===== src/rtl/sevseg_scan_ctrl_pkg.sv =====
// Shared definitions for the seven-segment scan controller: digit width,
// scan state encoding and the leading-zero blank mask helper.
package sevseg_pkg;

  localparam int DIGIT_W    = 4;
  localparam int MAX_DIGITS = 8;

  typedef enum logic [1:0] {
    IDLE  = 2'd0,
    BLANK = 2'd1,
    DRIVE = 2'd2
  } state_t;

  // Bit i set means digit i is a leading zero (it and every higher digit are 0).
  // Digit 0 is never blanked, so bit 0 is always clear. Callers zero-extend
  // narrower frames; the extra zero digits do not change the lower bits.
  function automatic logic [MAX_DIGITS-1:0] lzb_mask(
    input logic [DIGIT_W*MAX_DIGITS-1:0] bcd
  );
    logic [MAX_DIGITS-1:0] mask;
    logic                  zero_above;
    mask       = '0;
    zero_above = 1'b1;
    for (int i = MAX_DIGITS - 1; i >= 1; i--) begin
      zero_above = zero_above & (bcd[i*DIGIT_W +: DIGIT_W] == '0);
      mask[i]    = zero_above;
    end
    return mask;
  endfunction

endpackage


===== src/rtl/sevseg_scan_ctrl_if.sv =====
// Bus between the value source and the scan controller, plus the display
// pins and debug taps coming back.
//
// Handshake: load is a valid-only strobe. There is no ready; the controller
// accepts value_in/dp_in on every cycle load is high, and a later load before
// the next frame transfer simply replaces the earlier one.
interface sevseg_scan_ctrl_if #(
  parameter int NUM_DIGITS = 4
);
  import sevseg_pkg::*;

  logic                          enable;
  logic                          load;
  logic [DIGIT_W*NUM_DIGITS-1:0] value_in;
  logic [NUM_DIGITS-1:0]         dp_in;
  logic                          lzb;
  logic [DIGIT_W-1:0]            dig_code;
  logic [NUM_DIGITS-1:0]         an_n;
  logic                          dp_n;
  logic                          frame_start;
  state_t                        state_dbg;
  logic                          pending_dbg;

  modport master (
    output enable, load, value_in, dp_in, lzb,
    input  dig_code, an_n, dp_n, frame_start, state_dbg, pending_dbg
  );

  modport slave (
    input  enable, load, value_in, dp_in, lzb,
    output dig_code, an_n, dp_n, frame_start, state_dbg, pending_dbg
  );

endinterface


===== src/rtl/sevseg_scan_ctrl_scan_timer.sv =====
// Slot counter for one digit slot: counts 0..REFRESH_DIV-1 and flags the last
// blank cycle and the last cycle of the slot.
module scan_timer #(
  parameter int REFRESH_DIV  = 50000,
  parameter int BLANK_CYCLES = 500
) (
  input  logic clk,
  input  logic rst_n,
  input  logic clear,
  output logic blank_done,
  output logic slot_done
);

  localparam int CW = $clog2(REFRESH_DIV);

  logic [CW-1:0] count;

  assign blank_done = (count == CW'(BLANK_CYCLES - 1));
  assign slot_done  = (count == CW'(REFRESH_DIV - 1));

  // Free-running slot counter, held at zero while the scan is stopped.
  always_ff @(posedge clk or negedge rst_n) begin
    if (!rst_n) begin
      count <= '0;
    end else if (clear || slot_done) begin
      count <= '0;
    end else begin
      count <= count + 1'b1;
    end
  end

endmodule


===== src/rtl/sevseg_scan_ctrl.sv =====
// Time-multiplexed scan controller for a common-anode seven-segment display.
// Double-buffers the incoming frame, walks the digits with a blank gap before
// each one, and drives the shared decoder nibble plus active-low anodes/DP.
module sevseg_scan_ctrl
  import sevseg_pkg::*;
#(
  parameter int NUM_DIGITS   = 4,
  parameter int REFRESH_DIV  = 50000,
  parameter int BLANK_CYCLES = 500
) (
  input logic              clk,
  input logic              rst_n,
  sevseg_scan_ctrl_if.slave bus
);

  localparam int             IW       = (NUM_DIGITS > 1) ? $clog2(NUM_DIGITS) : 1;
  localparam logic [IW-1:0]  LAST_IDX = IW'(NUM_DIGITS - 1);

  state_t                               state_q, state_d;
  logic [IW-1:0]                        idx_q, idx_d;
  logic [NUM_DIGITS-1:0][DIGIT_W-1:0]   shadow_q, active_q, active_d;
  logic [NUM_DIGITS-1:0]                shadow_dp_q, active_dp_q, active_dp_d;
  logic                                 pending_q;
  logic [DIGIT_W-1:0]                   code_q, code_d;
  logic [NUM_DIGITS-1:0]                an_q, an_d;
  logic                                 dp_q, dp_d;
  logic                                 fs_q, fs_d;
  logic                                 xfer, enter_blank;
  logic                                 blank_done, slot_done, timer_clear;
  logic [NUM_DIGITS-1:0]                lz_mask, one_hot;

  // The counter stays at zero in IDLE so the first slot after enable starts clean.
  assign timer_clear = (state_q == IDLE) || !bus.enable;

  scan_timer #(
    .REFRESH_DIV (REFRESH_DIV),
    .BLANK_CYCLES(BLANK_CYCLES)
  ) u_scan_timer (
    .clk       (clk),
    .rst_n     (rst_n),
    .clear     (timer_clear),
    .blank_done(blank_done),
    .slot_done (slot_done)
  );

  assign lz_mask = NUM_DIGITS'(lzb_mask((DIGIT_W*MAX_DIGITS)'(active_q)));
  assign one_hot = NUM_DIGITS'(1) << idx_q;

  // Next state, digit index and anode/DP/frame_start next values.
  always_comb begin
    state_d     = state_q;
    idx_d       = idx_q;
    xfer        = 1'b0;
    enter_blank = 1'b0;
    fs_d        = 1'b0;
    an_d        = an_q;
    dp_d        = dp_q;
    if (!bus.enable) begin
      state_d = IDLE;
      idx_d   = '0;
      an_d    = '1;
      dp_d    = 1'b1;
    end else begin
      unique case (state_q)
        IDLE: begin
          state_d     = BLANK;
          idx_d       = '0;
          xfer        = 1'b1;
          enter_blank = 1'b1;
          fs_d        = 1'b1;
        end
        BLANK: begin
          if (blank_done) begin
            state_d = DRIVE;
            an_d    = (bus.lzb && lz_mask[idx_q]) ? '1 : ~one_hot;
            dp_d    = ~active_dp_q[idx_q];
          end
        end
        DRIVE: begin
          if (slot_done) begin
            state_d     = BLANK;
            enter_blank = 1'b1;
            an_d        = '1;
            dp_d        = 1'b1;
            if (idx_q == LAST_IDX) begin
              idx_d = '0;
              xfer  = 1'b1;
              fs_d  = 1'b1;
            end else begin
              idx_d = idx_q + 1'b1;
            end
          end
        end
        default: begin
          state_d = IDLE;
          idx_d   = '0;
          an_d    = '1;
          dp_d    = 1'b1;
        end
      endcase
    end
  end

  // Frame transfer: a load on the transfer cycle bypasses the shadow copy.
  always_comb begin
    active_d    = active_q;
    active_dp_d = active_dp_q;
    if (xfer && bus.load) begin
      active_d    = bus.value_in;
      active_dp_d = bus.dp_in;
    end else if (xfer && pending_q) begin
      active_d    = shadow_q;
      active_dp_d = shadow_dp_q;
    end
  end

  // The decoder nibble changes only on the edge that enters BLANK.
  always_comb begin
    code_d = code_q;
    if (enter_blank) begin
      code_d = active_d[idx_d];
    end
  end

  // Scan state and digit index.
  always_ff @(posedge clk or negedge rst_n) begin
    if (!rst_n) begin
      state_q <= IDLE;
      idx_q   <= '0;
    end else begin
      state_q <= state_d;
      idx_q   <= idx_d;
    end
  end

  // Shadow/active frame buffers and the pending flag.
  always_ff @(posedge clk or negedge rst_n) begin
    if (!rst_n) begin
      shadow_q    <= '0;
      shadow_dp_q <= '0;
      active_q    <= '0;
      active_dp_q <= '0;
      pending_q   <= 1'b0;
    end else begin
      active_q    <= active_d;
      active_dp_q <= active_dp_d;
      if (bus.load && !xfer) begin
        shadow_q    <= bus.value_in;
        shadow_dp_q <= bus.dp_in;
        pending_q   <= 1'b1;
      end else if (xfer) begin
        pending_q   <= 1'b0;
      end
    end
  end

  // Registered display outputs; reset darkens the display at once.
  always_ff @(posedge clk or negedge rst_n) begin
    if (!rst_n) begin
      code_q <= '0;
      an_q   <= '1;
      dp_q   <= 1'b1;
      fs_q   <= 1'b0;
    end else begin
      code_q <= code_d;
      an_q   <= an_d;
      dp_q   <= dp_d;
      fs_q   <= fs_d;
    end
  end

  assign bus.dig_code    = code_q;
  assign bus.an_n        = an_q;
  assign bus.dp_n        = dp_q;
  assign bus.frame_start = fs_q;
  assign bus.state_dbg   = state_q;
  assign bus.pending_dbg = pending_q;

endmodule


===== src/flat_wrapper.sv =====
// flat-port wrapper written by rule: the top's interface ports become plain ports
module sevseg_scan_ctrl_flat import sevseg_pkg::*;
#(
  parameter int NUM_DIGITS   = 4,
  parameter int REFRESH_DIV  = 50000,
  parameter int BLANK_CYCLES = 500
)
  (clk, rst_n, bus_enable, bus_load, bus_value_in, bus_dp_in, bus_lzb, bus_dig_code, bus_an_n, bus_dp_n, bus_frame_start, bus_state_dbg, bus_pending_dbg);
  sevseg_scan_ctrl_if #(.NUM_DIGITS(NUM_DIGITS)) bus_i ();
  input logic clk;
  input logic rst_n;
  input wire logic [$bits(bus_i.enable)-1:0] bus_enable;
  input wire logic [$bits(bus_i.load)-1:0] bus_load;
  input wire logic [$bits(bus_i.value_in)-1:0] bus_value_in;
  input wire logic [$bits(bus_i.dp_in)-1:0] bus_dp_in;
  input wire logic [$bits(bus_i.lzb)-1:0] bus_lzb;
  output wire logic [$bits(bus_i.dig_code)-1:0] bus_dig_code;
  output wire logic [$bits(bus_i.an_n)-1:0] bus_an_n;
  output wire logic [$bits(bus_i.dp_n)-1:0] bus_dp_n;
  output wire logic [$bits(bus_i.frame_start)-1:0] bus_frame_start;
  output wire logic [$bits(bus_i.state_dbg)-1:0] bus_state_dbg;
  output wire logic [$bits(bus_i.pending_dbg)-1:0] bus_pending_dbg;
  assign bus_i.enable = bus_enable;
  assign bus_i.load = bus_load;
  assign bus_i.value_in = bus_value_in;
  assign bus_i.dp_in = bus_dp_in;
  assign bus_i.lzb = bus_lzb;
  assign bus_dig_code = bus_i.dig_code;
  assign bus_an_n = bus_i.an_n;
  assign bus_dp_n = bus_i.dp_n;
  assign bus_frame_start = bus_i.frame_start;
  assign bus_state_dbg = bus_i.state_dbg;
  assign bus_pending_dbg = bus_i.pending_dbg;
  sevseg_scan_ctrl #(.NUM_DIGITS(NUM_DIGITS), .REFRESH_DIV(REFRESH_DIV), .BLANK_CYCLES(BLANK_CYCLES)) u_core (.clk(clk), .rst_n(rst_n), .bus(bus_i));
endmodule

===== config.mk =====
export PLATFORM = sky130hd
export DESIGN_NAME = sevseg_scan_ctrl_flat
export DESIGN_NICKNAME = d
export VERILOG_FILES = /design/src/rtl/sevseg_scan_ctrl_pkg.sv /design/src/rtl/sevseg_scan_ctrl_if.sv /design/src/rtl/sevseg_scan_ctrl_scan_timer.sv /design/src/rtl/sevseg_scan_ctrl.sv /design/src/flat_wrapper.sv
export SDC_FILE = /design/constraint.sdc
export NUM_CORES = 1
export LEC_CHECK = 0
export BUFFER_PORTS_ARGS = -buffer_cell sky130_fd_sc_hd__buf_2
export CORE_ASPECT_RATIO = 0.8
export CORE_MARGIN = 2
export CORE_UTILIZATION = 63
export DETAILED_ROUTE_END_ITERATION = 7
export MAX_ROUTING_LAYER = met4
export PLACE_DENSITY = 0.87
export SLEW_MARGIN = 20
export SYNTH_ARGS = -nofsm -noshare
export SYNTH_HDL_FRONTEND = slang
export SYNTH_SLANG_ARGS = --single-unit

===== constraint.sdc =====
create_clock -name clk -period 5.7 [get_ports clk]
set_clock_uncertainty 0.2 [all_clocks]
set_input_delay 0.57 -clock clk [delete_from_list [all_inputs] [get_ports clk]]
set_output_delay 0.57 -clock clk [all_outputs]
set_load 0.05 [all_outputs]

After elaboration in Yosys (flattened, before gate mapping)
Cells that the tools add are included.

Add/sub/neg operators: 2. $lt $le $gt $ge: 2. Equality and inequality tests: 8. Shift-type cells: 1. Multiplexer cells: 37. Bitwise logic cells: 4. Reduce and logical (&&, ||, !) cells: 16.

Operators by type and width (count): 16-bit 2-to-1 mux (3); 4-bit 2-to-1 mux (7); 16-bit by 1-bit adder with 16-bit output (second input constant) (1); 16-bit == test (second input constant) (1); 16-bit by 9-bit == test with 1-bit output (second input constant) (1); 4-bit zero test (3); 1-bit 2-to-1 mux (12); 2-bit 2-to-1 mux (6); 4-bit one-hot mux with 3 select lines (1); 4-bit binary-select mux with 2-bit select (1); 2-bit by 3-bit < comparator with 1-bit output (second input constant) (2); 2-bit one-hot mux with 3 select lines (1); 1-bit binary-select mux with 2-bit select (2); 2-bit == test (second input constant) (2); 1-bit logical AND (4); 4-bit inverter (1); 1-bit one-hot mux with 2 select lines (2); 2-bit one-hot mux with 2 select lines (1); 2-bit nonzero test (2); 1-bit by 2-bit left shift with 4-bit output (first input constant) (1); 3-bit by 2-bit != test with 1-bit output (second input constant) (1); 3-bit != test (second input constant) (1); 1-bit one-hot mux with 3 select lines (1); 3-bit AND reduction (1); 9 further kinds (12).

Bits in registers: 71. Input bits: 25. Output and inout port bits: 13. Word-level logic and storage cells: 88.

Logic depth before layout (Yosys ltp)
Depth in word-level cells: 10. Gate-level depth with buffers: 11. Mapped depth without buffers: 9.

Hierarchy
A second synthesis with hierarchy kept.

Cells, all modules: 310. Area, all modules: 3555.9 µm².

By module, submodules not included: sevseg_scan_ctrl (times used 1, cells each 227, area each 2732.6 µm², sequential area each 1382.6 µm²); scan_timer (times used 1, cells each 83, area each 823.3 µm², sequential area each 400.4 µm²).

Worst setup path before layout
No wires, ideal clock.

Kind: flip-flop to flip-flop. Start point: register u_core.u_scan_timer.count[4]. End point: register u_core.shadow_dp_q[0]. Setup time: 0.125 ns. Arrival: 2.578 ns. Data required time: 5.375 ns. Slack: 2.797 ns. Cell stages (with the launch flop): 9. Path buffers: 3. Clock period less this slack: 2.903 ns. Path through: dfrtp_1 > or4b_1 > or2_1 > o41a_1 > buf_2 > buf_2 > nand2_1 > buf_2 > mux2_2.

Cells in the longest elaborated chain, start to end: 6.

Ends and longest elaborated chain: start: declaration (line sevseg_scan_ctrl_scan_timer.sv:16) `logic [CW-1:0] count;`; start signal: assignment (line sevseg_scan_ctrl_scan_timer.sv:28) `count <= count + 1'b1;`; 16-bit == test (line sevseg_scan_ctrl_scan_timer.sv:19) `assign slot_done = (count == CW'(REFRESH_DIV - 1));`; 1-bit 2-to-1 mux (line sevseg_scan_ctrl.sv:80) `if (slot_done) begin`; 1-bit one-hot mux with 2 select lines (line sevseg_scan_ctrl.sv:64) `unique case (state_q)`; 1-bit 2-to-1 mux (line sevseg_scan_ctrl.sv:58) `if (!bus.enable) begin`; 1-bit zero test (line sevseg_scan_ctrl.sv:147) `if (bus.load && !xfer) begin`; 1-bit logical AND (line sevseg_scan_ctrl.sv:147); end signal: assignment (line sevseg_scan_ctrl.sv:149) `shadow_dp_q <= bus.dp_in;`; end: declaration (line sevseg_scan_ctrl.sv:22) `logic [NUM_DIGITS-1:0] shadow_dp_q, active_dp_q, active_dp_d;`.

No other way between the ends. A chain may end at the register's enable or synchronous reset.

==> flow_summary_export.csv <==
group,metric,value,unit
timing,timing.setup.tns,0,ns
grt,antenna_found_initial,0,
cts,tritoncts_clock_tree,"done",
power_and_ir_drop,report.power.total,1.38,mW
routing,drtPass1Iterations,4,
run_status,run_status,"completed",
synth,synth.lib_cells_used.distinct,52,
grt,grt_overflow,0,
setup_path,cp_num_buf_inv,1,
routing,drcViolationCount,0,
timing,post-route-min-period,3.96,ns
setup_path,cp_slowest_cell,"sky130_fd_sc_hd__o41a_1",
grt,maximum_number_of_pins_on_one_net_before_global_route_repair,72,
die,core-area,0.00541,mm^2
placement,numPortBuffers,37,
routing,first_iter_violations,282,
synth,synth_edf_count,0,
synth,synthArstFlopShare,1.00,
cts,cts_resized,0,
setup_path,cpLargestDelayFamily,"simple AND/OR/NAND/NOR gates",
synth,synth.yosys.seq_area_share,0.507,
grt,first_global_vias,2584,
synth,ys_warn_count,0,
routing,drt_wl_total,7.39,mm
setup_path,critical_path.startpoint_type,"flop",
routing,detail_route.wl_per_cell,17.7,um
routing,ant_nets,0,
setup_path,r2r_setup_slack,1.74,ns
grt,wire_length_of_the_first_global_routing_pass,12.5,mm
setup_path,reg2reg_from,"u_core.u_scan_timer.count[4]$_DFF_PN0_",
cts,clkSlewWorstSetupHoldPaths,0.07,ns
cts,numClockSinks,71,
timing,layout_worst_path_cycle_share,0.694,
setup_path,cp_max_fo,26,
synth,netlist_instances,314,
layout,layout.cells.most_common_list,"sky130_fd_sc_hd__dfrtp_1, sky130_fd_sc_hd__buf_2, sky130_fd_sc_hd__nor2_1",
synth,ys_ff_latch,71,
cts,clock_latency,0.35,ns
synth,synthesis.nets,348,
setup_path,critical_path.endpoint_type,"flop",
setup_path,critPathArrivalTime,3.99,ns
setup_path,timing.critical_path.from,"u_core.u_scan_timer.count[4]$_DFF_PN0_",
layout,final_common_cell,"sky130_fd_sc_hd__dfrtp_1",
power_and_ir_drop,vdd.ir_drop.worst,207,uV
synth,synth_ff_type,"sky130_fd_sc_hd__dfrtp_1",
cts,clock_tree.buffer_depth,2,
routing,number_of_vias_after_detailed_routing,2658,
setup_path,timing.setup.critical_path_class,"flop to flop",
cts,numCtsBuffers,9,
setup_path,reg2reg_to,"u_core.bus.dig_code[2]$_DFFE_PN0P_",
timing,maxClockFrequency,0.253,GHz
die,initial_util,0.651,
timing,slew-limit-headroom,0.400,
placement,place.detailed.hpwl,5.13,mm
grt,grt_util_all_layers,0.273,
min_path,holdCritPathClass,"input pin to asynchronous set/reset pin",
run,max_cap_viol_count,0,
placement,gp_routability_congestion,0.892,
power_and_ir_drop,static-leakage-power,1.64,nW
timing,setup_violations,0,
placement,dp_cell_count,402,
setup_path,r2r.worst_path.cells,8,
timing,maxSlewViolCount,0,
setup_path,timing.critical_path.to,"u_core.bus.dig_code[2]$_DFFE_PN0P_",
timing,timing_worst_slew_pin_value,0.900,ns
layout,post_route_cells_drive_above_1_share,0.269,
die,core.rowCount,24,
layout,flow.area_growth_from_synthesis,11.0,%
die,floorplan.die.width,87.5,um
die,fp.dieArea,0.00620,mm^2
setup_path,worst_ep_required_time,5.74,ns
routing,via_per_inst,6.36,
setup_path,critical_path.max_stage_delay,0.76,ns
layout,post_layout_nets,382,
layout,finish.cell_count_without_fillers,418,
setup_path,crit_cells,8,
layout,diodes,0,
timing,grt_setup_unrepaired,"no",
die,die_h,70.8,um
cts,cts_setup_buffers,0,
cts,cts_htree_levels,3,
timing,hold_viol_final,0,
synth,postSynthAreaPerCell,11.2,um^2
cts,post_cts_hold_buffer_count,0,
synth,mappedNetlistArea,0.00352,mm^2
setup_path,worstPathCellList,"or4b_1, or2_1, o41a_1, clkinv_2, and2_1, a221o_1, o22ai_1, nor4bb_1",
cts,clock_tree.root_cell,"sky130_fd_sc_hd__clkbuf_8",
power_and_ir_drop,power-per-cell-area,352,mW/mm^2
die,boundaryPins,38,
stage by stage:
step,utilization,cell area (um^2),setup WS [ns],hold slack (ns)
after floorplan,-,3520,2.80,0.0744
after global placement,0.687,3710,1.98,0.266
after detailed placement,0.687,3710,1.79,0.273
after CTS,0.722,3900,1.78,0.246
after global routing,0.722,3900,1.57,0.266
final,0.722,3900,1.74,0.224
cell families after synthesis:
kind of cell / share of synthesized area
muxes: 0.0978
buffers and inverters: 0.0349
adders and majority gates: 0.0320
DFF: 0.507
and+or+nand+nor: 0.136
AOI/OAI and AO/OA: 0.160
xor gates and xnor gates: 0.0324
how the worst min path moves through the flow:
stage	start	endpoint	slack [ns]	cells after the start
after floorplan	rst_n	u_core.active_dp_q[0]$_DFFE_PN0P_	0.07	0
final	rst_n	u_core.shadow_dp_q[3]$_DFFE_PN0P_	0.22	2
after global placement	u_core.u_scan_timer.count[0]$_DFF_PN0_	u_core.u_scan_timer.count[0]$_DFF_PN0_	0.27	1
after detailed placement	u_core.u_scan_timer.count[0]$_DFF_PN0_	u_core.u_scan_timer.count[0]$_DFF_PN0_	0.27	1
after global routing	bus_value_in[5]	u_core.shadow_q[5]$_DFFE_PN0P_	0.27	2
after CTS	rst_n	u_core.bus.state_dbg[1]$_DFFE_PN0P_	0.25	2
final cells by class:
| class | count | area (um^2) |
|---|---|---|
| clock buffers | 10 | 128 |
| clock inverters | 6 | 61.3 |
| fillers | 374 | 1500 |
| inverters | 10 | 38.8 |
| multi-input cells | 217 | 1610 |
| flip-flops and latches | 71 | 1780 |
| well taps | 65 | 81.3 |
| repair buffers | 39 | 200 |
routing by layer:
metal / routed length (um) / global-route usage / vias up
met1: 3470 / 0.393 / 1305
met5: 0 / - / -
li1: - / - / 1246
met2: 3320 / 0.370 / 97
met3: 480 / 0.0840 / 10
met4: 121 / 0.0923 / 0
synth_stat cells (2+ instances only):
cell                       instances  area, um^2
sky130_fd_sc_hd__dfrtp_1          66        1650
sky130_fd_sc_hd__ha_1              9         113
sky130_fd_sc_hd__o22ai_1           5        31.3
sky130_fd_sc_hd__xnor2_1           3        26.3
sky130_fd_sc_hd__o32a_1            3        30.0
sky130_fd_sc_hd__mux2_2           25         282
sky130_fd_sc_hd__nor4_1            8        50.1
sky130_fd_sc_hd__inv_1             9        33.8
sky130_fd_sc_hd__a31oi_1           7        43.8
sky130_fd_sc_hd__or4_1             2        15.0
sky130_fd_sc_hd__a221o_2           5        56.3
sky130_fd_sc_hd__buf_4             3        22.5
sky130_fd_sc_hd__a32o_1           10         100
sky130_fd_sc_hd__and3_1            3        18.8
sky130_fd_sc_hd__o21ai_0           9        45.0
sky130_fd_sc_hd__nand4_1           2        12.5
sky130_fd_sc_hd__o211ai_1          2        15.0
sky130_fd_sc_hd__nand3_1          11        55.1
sky130_fd_sc_hd__a221o_1           5        50.1
sky130_fd_sc_hd__dfstp_2           5         131
sky130_fd_sc_hd__nor4bb_1          2        20.0
sky130_fd_sc_hd__a22oi_1           6        45.0
sky130_fd_sc_hd__nor2_1           29         109
sky130_fd_sc_hd__mux2i_1           4        40.0
sky130_fd_sc_hd__nand2_1          18        67.6
sky130_fd_sc_hd__a211oi_1          3        22.5
sky130_fd_sc_hd__a21o_1            2        15.0
sky130_fd_sc_hd__buf_2             4        20.0
sky130_fd_sc_hd__o221a_2           3        33.8
sky130_fd_sc_hd__and4_1            2        17.5
sky130_fd_sc_hd__a21oi_1           5        25.0
sky130_fd_sc_hd__nor2b_1           6        37.5
sky130_fd_sc_hd__xor2_1           10        87.6
sky130_fd_sc_hd__nand2b_1          4        25.0
sky130_fd_sc_hd__clkbuf_1          7        26.3
registers in the layout, indices dropped and copies added, names as in the netlist:
name and cells:
u_core.active_dp_q 4, u_core.active_q 16, u_core.bus.an_n 4, u_core.bus.dig_code 4, u_core.bus.dp_n 1, u_core.bus.frame_start 1
u_core.bus.pending_dbg 1, u_core.bus.state_dbg 2, u_core.idx_q 2, u_core.shadow_dp_q 4, u_core.shadow_q 16, u_core.u_scan_timer.count 16
report_power, final:
group	total [mW]	switching, mW	internal, mW
sequential	0.669	0.0709	0.598
clock	0.386	0.186	0.200
combinational	0.320	0.185	0.135
total	1.38	0.442	0.934
(Power assumes the default switching activity.)
